$ cat config.mk
export PLATFORM = sky130hd
export DESIGN_NAME = mem_access_unit
export DESIGN_NICKNAME = d
export VERILOG_FILES = /design/src/rtl/mem_access_pkg.sv /design/src/rtl/mem_lane_align.sv /design/src/rtl/mem_access_unit.sv
export SDC_FILE = /design/constraint.sdc
export NUM_CORES = 1
export LEC_CHECK = 0
export BUFFER_PORTS_ARGS = -buffer_cell sky130_fd_sc_hd__buf_2
export CORE_MARGIN = 2
export CORE_UTILIZATION = 51
export CTS_CLUSTER_SIZE = 30
export DETAILED_ROUTE_END_ITERATION = 16
export GPL_TIMING_DRIVEN = 0
export PLACE_DENSITY = 0.89
export SYNTH_ARGS = -nofsm -noshare
export SYNTH_HDL_FRONTEND = slang
export SYNTH_SLANG_ARGS = --single-unit
$ cat constraint.sdc
create_clock -name clk -period 4.2 [get_ports clk]
set_clock_uncertainty 0.05 [all_clocks]
set_input_delay 0.21 -clock clk [delete_from_list [all_inputs] [get_ports clk]]
set_output_delay 0.21 -clock clk [all_outputs]
set_load 0.05 [all_outputs]
$ cat src/rtl/mem_access_pkg.sv
// Shared encodings for the data-memory initiator: access sizes, FSM states and
// the accept-time fault rule.
package mem_access_pkg;

    localparam logic [1:0] SIZE_BYTE = 2'b00;
    localparam logic [1:0] SIZE_HALF = 2'b01;
    localparam logic [1:0] SIZE_WORD = 2'b10;
    localparam logic [1:0] SIZE_ILL  = 2'b11;

    typedef enum logic [1:0] {
        IDLE  = 2'd0,
        READ  = 2'd1,
        WRITE = 2'd2,
        RESP  = 2'd3
    } state_t;

    // Rejected before any memory strobe: bad size, misalignment, or store into ROM.
    function automatic logic access_fault(
        input logic [1:0] size,
        input logic [1:0] addr_lo,
        input logic       write,
        input logic       ram_sel
    );
        logic bad;
        bad = 1'b0;
        if (size == SIZE_ILL)                          bad = 1'b1;
        if (size == SIZE_HALF && addr_lo[0])           bad = 1'b1;
        if (size == SIZE_WORD && addr_lo != 2'b00)     bad = 1'b1;
        if (write && !ram_sel)                         bad = 1'b1;
        return bad;
    endfunction

endpackage

$ cat src/rtl/mem_lane_align.sv
// Combinational lane steering: merges a sub-word store into a fetched word and
// extracts/extends a load lane (little-endian lanes).
module mem_lane_align
    import mem_access_pkg::*;
(
    input  logic [1:0]  i_size,
    input  logic [1:0]  i_addr_lo,
    input  logic        i_unsigned,
    input  logic [31:0] i_store_data,
    input  logic [31:0] i_mem_word,
    output logic [31:0] o_merged_word,
    output logic [31:0] o_load_data
);

    logic [31:0] w_store_rep;
    logic [3:0]  w_lane_en;
    logic [7:0]  w_byte;
    logic [15:0] w_half;

    // Replicate the right-aligned store data across every lane it could target.
    always_comb begin
        w_store_rep = i_store_data;
        case (i_size)
            SIZE_BYTE: w_store_rep = {4{i_store_data[7:0]}};
            SIZE_HALF: w_store_rep = {2{i_store_data[15:0]}};
            default:   w_store_rep = i_store_data;
        endcase
    end

    genvar gi;
    generate
        for (gi = 0; gi < 4; gi++) begin : g_lane
            assign w_lane_en[gi] = (i_size == SIZE_BYTE) ? (i_addr_lo == 2'(gi)) :
                                   (i_size == SIZE_HALF) ? (i_addr_lo[1] == 1'(gi / 2)) :
                                   1'b1;
            assign o_merged_word[gi*8 +: 8] = w_lane_en[gi] ? w_store_rep[gi*8 +: 8]
                                                            : i_mem_word[gi*8 +: 8];
        end
    endgenerate

    assign w_byte = i_mem_word[{i_addr_lo, 3'b000} +: 8];
    assign w_half = i_addr_lo[1] ? i_mem_word[31:16] : i_mem_word[15:0];

    always_comb begin
        o_load_data = i_mem_word;
        case (i_size)
            SIZE_BYTE: o_load_data = {{24{~i_unsigned & w_byte[7]}}, w_byte};
            SIZE_HALF: o_load_data = {{16{~i_unsigned & w_half[15]}}, w_half};
            default:   o_load_data = i_mem_word;
        endcase
    end

endmodule

$ cat src/rtl/mem_access_unit.sv
// Load/store initiator for a word-wide data memory: one request at a time,
// read-modify-write for sub-word stores, faults decided at accept.
module mem_access_unit
    import mem_access_pkg::*;
#(
    parameter int READ_LATENCY   = 1,
    parameter int RAM_SELECT_BIT = 10
) (
    input  logic        clk,
    input  logic        reset,
    input  logic        reqValid,
    output logic        reqReady,
    input  logic        reqWrite,
    input  logic [1:0]  reqSize,
    input  logic        reqUnsigned,
    input  logic [31:0] reqAddress,
    input  logic [31:0] reqStoreData,
    output logic        respValid,
    output logic [31:0] respLoadData,
    output logic        respFault,
    output logic [31:0] memAddress,
    output logic        memReadEnable,
    output logic        memWriteEnable,
    output logic [31:0] memDataIn,
    input  logic [31:0] memDataOut
);

    localparam int CW = (READ_LATENCY > 1) ? $clog2(READ_LATENCY) : 1;
    localparam logic [CW-1:0] LAST_CNT = CW'(READ_LATENCY - 1);

    state_t      r_state;
    state_t      w_state_next;
    logic        r_write;
    logic [1:0]  r_size;
    logic        r_unsigned;
    logic [31:0] r_addr;
    logic [31:0] r_wdata;
    logic        r_fault;
    logic [CW-1:0] r_cnt;
    logic [31:0] r_resp_data;

    logic        w_accept;
    logic        w_fault;
    logic        w_read_done;
    logic [31:0] w_merged;
    logic [31:0] w_load;

    assign w_accept    = reqValid && (r_state == IDLE);
    assign w_fault     = access_fault(reqSize, reqAddress[1:0], reqWrite,
                                      reqAddress[RAM_SELECT_BIT]);
    assign w_read_done = (r_state == READ) && (r_cnt == LAST_CNT);

    mem_lane_align u_align (
        .i_size        (r_size),
        .i_addr_lo     (r_addr[1:0]),
        .i_unsigned    (r_unsigned),
        .i_store_data  (r_wdata),
        .i_mem_word    (memDataOut),
        .o_merged_word (w_merged),
        .o_load_data   (w_load)
    );

    always_ff @(posedge clk or posedge reset) begin
        if (reset) r_state <= IDLE;
        else       r_state <= w_state_next;
    end

    always_comb begin
        w_state_next = r_state;
        case (r_state)
            IDLE: begin
                if (w_accept) begin
                    if (w_fault)                                 w_state_next = RESP;
                    else if (reqWrite && reqSize == SIZE_WORD)   w_state_next = WRITE;
                    else                                         w_state_next = READ;
                end
            end
            READ:    if (w_read_done) w_state_next = r_write ? WRITE : RESP;
            WRITE:   w_state_next = RESP;
            RESP:    w_state_next = IDLE;
            default: w_state_next = IDLE;
        endcase
    end

    // r_wdata holds raw store data until the read completes, then the merged word.
    always_ff @(posedge clk or posedge reset) begin
        if (reset) begin
            r_write     <= 1'b0;
            r_size      <= 2'b00;
            r_unsigned  <= 1'b0;
            r_addr      <= '0;
            r_wdata     <= '0;
            r_fault     <= 1'b0;
            r_cnt       <= '0;
            r_resp_data <= '0;
        end else begin
            if (w_accept) begin
                r_write     <= reqWrite;
                r_size      <= reqSize;
                r_unsigned  <= reqUnsigned;
                r_addr      <= reqAddress;
                r_wdata     <= reqStoreData;
                r_fault     <= w_fault;
                r_resp_data <= '0;
            end
            if (r_state == READ) r_cnt <= r_cnt + 1'b1;
            else                 r_cnt <= '0;
            if (w_read_done) begin
                if (r_write) r_wdata     <= w_merged;
                else         r_resp_data <= w_load;
            end
        end
    end

    assign reqReady       = (r_state == IDLE);
    assign respValid      = (r_state == RESP);
    assign respFault      = respValid && r_fault;
    assign respLoadData   = respValid ? r_resp_data : 32'h0;
    assign memReadEnable  = (r_state == READ);
    assign memWriteEnable = (r_state == WRITE);
    assign memAddress     = (memReadEnable || memWriteEnable) ? {r_addr[31:2], 2'b00} : 32'h0;
    assign memDataIn      = memWriteEnable ? r_wdata : 32'h0;

endmodule

==> implementation parameters <==
Parameter                              Value

Synthesis
  Netlist area before placement ... 5810 sq um
  Avg Inst Size Synth ... 10.3 sq um
  Number of synthesized register bits ... 104
  Sequential area share after synthesis ... 44.8%
  Ys Warns ... 0
  Number of different library cells in the post-synthesis netlist ... 48
  Synth Instances ... 566

Layout
  Most common cell after layout, fill and taps aside ... buf_2
  Number of antenna diodes ... 0
  Most used cells in the layout excluding fill and tap cells ... buf_2 (209), dfrtp_1 (104), and2_1 (98)
  Seq. cell area ... 2600 sq um
  Multi-input gate area in the final layout ... 2940 sq um
  Final Net Count ... 889
  Area overhead of the layout relative to synthesis ... 26.4%
  Number of filler instances in the final layout ... 886
  Final Instance Count excl. Fillers ... 926
  Fraction of layout cells with a size suffix above 1 ... 37.4%

Critical path
  Critical path launch point type ... flip-flop
  Slowest stage cell on the critical path ... dfrtp_1
  Req. time, crit path ... 3940 ps
  Slowest cell delay on critical path ... 420 ps
  Critical Path AT ... 2170 ps
  Critical Setup Path Class ... reg -> out
  Biggest fanout along the worst timing path ... 10
  Worst-path cell chain ... inv_1 -> ha_1 -> clkbuf_1 -> and2_1 -> buf_2
  CP endpoint kind ... primary output

Clocking
  Clock latency at the later pin of the worst-skew pair ... 350 ps
  Post-cts resize count ... 0
  Clock Tree Buf Depth ... 2
  Clock Sink Count ... 104
  Setup repair bufs after CTS ... 0
  H-tree level count ... 3
  Clock buffer count from CTS ... 9
  CTS tree ... done
  Cell chosen for the clock root ... clkbuf_16
  Clock edge transition at the registers on the reported setup and hold paths ... 70 ps

Global routing
  Maximum number of pins on one net before global-route repair ... 65
  Vias in the first global route ... 5,591
  Antenna violations before repair ... 0
  Total global routing overflow ... 0
  Global-route wire length before repair ... 28.7 mm
  All-layer global routing usage ... 29.3%

Timing
  Unrepaired setup endpoints after global routing ... no
  Shortest clock period the worst path allows after layout ... 2430 ps
  Setup TNS after final layout ... 0 ps
  Number of failing hold endpoints at the final stage ... 0
  Max-slew headroom ... 57.0%
  Tightest hold margin ... 39.6 ps
  Worst-Margin Slew ... 645 ps
  Setup violations, final ... 0
  Final period utilization ... 58.0%
  Final WS setup ... 1770 ps
  Maximum clock rate ... 0.411 GHz
  Max-slew violation total from the final report ... 0

Routing
  Max Used Layer ... met4
  Wire length on met3 ... 1.89 mm
  Detailed-route via count ... 5,558
  Number of search-and-repair iterations in the first detailed-routing pass ... 7
  Mean number of vias per cell ... 6.00
  Final routed wire length divided by cell count ... 19.7 um
  Total Wirelength ... 18.2 mm
  Drt initial violations ... 467
  Wl on met1 ... 7.05 mm
  DRC violations left ... 0
  Sum of met2 wire segment lengths after detailed routing ... 8.70 mm
  Count of antenna-violating nets left after detailed routing ... 0

Die
  Effective utilization at floorplan ... 52.9%
  Top-Level Pins ... 204
  Die width ... 111 um
  Die height ... 111 um
  Total number of placement rows ... 38
  Placeable core region ... 11,000 sq um
  Die Outline Area ... 12,300 sq um

Hold path
  Min-delay worst type ... in -> reg

Status
  Status ... completed

Power and ir drop
  Worst supply voltage drop on vdd ... 0.664 mV
  Areal power density over the cells ... 980 nW/um^2
  Total power consumption of the routed design ... 7.20 mW
  Leakage power figure ... 3.65 nW

Placed design
  Placed Cells incl. Taps ... 909
  Worst slack after detailed placement ... 1940 ps
  Sum of net half-perimeters after detailed placement ... 13.9 mm
  Gp weighted congestion ... 0.935
  Count of port buffers added during placement ... 201

Job
  Maximum Capacitance Violations ... 0
## kinds of logic after synthesis
logic type | synth area share, %
compound gates | 18.9
fa+ha+maj | 1.08
buf+inv | 4.76
flops | 44.8
mux | 12.8
other cells | 0.0645
simple gates | 17.6
## report_power, final
part           internal (mW)  switching (mW)
clock                  0.494           0.379
sequential              1.50           0.312
combinational           1.44            3.08
total                   3.43            3.77
## sequential cells by signal (all words and copies together), names as in the netlist
signal	flops
r_addr	32
r_resp_data	32
r_wdata	32
r_size	2
r_state	2
r_cnt	1
r_fault	1
r_unsigned	1
r_write	1
## area by class of cell
class,instances,area share [%]
Tap cell,140,2.39
Clock buffer,11,3.44
Sequential cell,104,35.4
Buffer,46,2.95
Timing Repair Buffer,203,14.2
Inverter,16,0.852
Clock inverter,5,0.733
Multi-Input combinational cell,401,40.0
## synth_stat cells, drive strengths merged
| cell | count | area (sq um) |
|---|---|---|
| a211oi | 3 | 40.0 |
| a21o | 2 | 15.0 |
| a21oi | 39 | 203 |
| a221o | 8 | 80.1 |
| a221oi | 1 | 8.76 |
| a222oi | 7 | 70.1 |
| a22o | 8 | 70.1 |
| a22oi | 22 | 165 |
| a311o | 16 | 160 |
| a31oi | 1 | 6.26 |
| a41oi | 1 | 8.76 |
| and2 | 98 | 613 |
| and3 | 17 | 106 |
| and4 | 1 | 8.76 |
| and4bb | 1 | 12.5 |
| buf | 18 | 111 |
| clkbuf | 28 | 105 |
| conb | 1 | 3.75 |
| dfrtp | 104 | 2600 |
| ha | 5 | 62.6 |
| inv | 16 | 60.1 |
| mux2 | 51 | 574 |
| mux2i | 17 | 170 |
| nand2 | 15 | 56.3 |
| nand2b | 5 | 31.3 |
| nand3 | 17 | 85.1 |
| nand3b | 1 | 7.51 |
| nor2 | 5 | 23.8 |
| nor2b | 6 | 37.5 |
| nor3 | 1 | 5.00 |
| nor3b | 1 | 18.8 |
| o211ai | 2 | 20.0 |
| o21a | 2 | 15.0 |
| o21ai | 31 | 159 |
| o22ai | 12 | 75.1 |
| or3 | 3 | 18.8 |
## routing by layer
metal / vias up / global-route usage, %
met1: 2653 / 37.7
met4: 0 / 13.3
met3: 51 / 6.78
li1: 2479 / -
met5: - / 0
met2: 375 / 47.4
## worst paths after layout
| check | from | end | slack (ps) | cells after the start |
|---|---|---|---|---|
| setup / recovery | r_state[0]$_DFFE_PP0P_ | memDataIn[10] | 1770 | 5 |
| hold / removal | reqAddress[15] | r_addr[15]$_DFFE_PP0P_ | 40 | 2 |
| setup reg to reg | r_state[1]$_DFFE_PP0P_ | r_resp_data[21]$_DFF_PP0_ | 1890 | 7 |
| hold reg to reg | r_addr[10]$_DFFE_PP0P_ | r_addr[10]$_DFFE_PP0P_ | 440 | 2 |
| max in group asynchronous | reset | r_wdata[11]$_DFFE_PP0P_ | 2960 | 4 |
| min in group asynchronous | reset | r_addr[31]$_DFFE_PP0P_ | 420 | 3 |
## timing repair
action	CTS	global route
endpoints found under the setup margin	0	0
hold buffers	1	0
hold endpoints to repair	40	0
## critical path: cells and delay by family, from the launching register on
kind	cells	cell delay [ps]
buf+inv	3	810
flops	1	420
fa+ha+maj	1	360
simple gates	1	240
## metrics by stage
step           cell area [sq um]  util, %
4_1_cts                     7340     66.8
2_1_floorplan               5810        -
3_5_place_dp                7030     64.0
3_3_place_gp                7000     63.7
5_1_grt                     7340     66.8
6_report                    7340     66.8
Note: power is estimated with default switching activity, not from simulation.
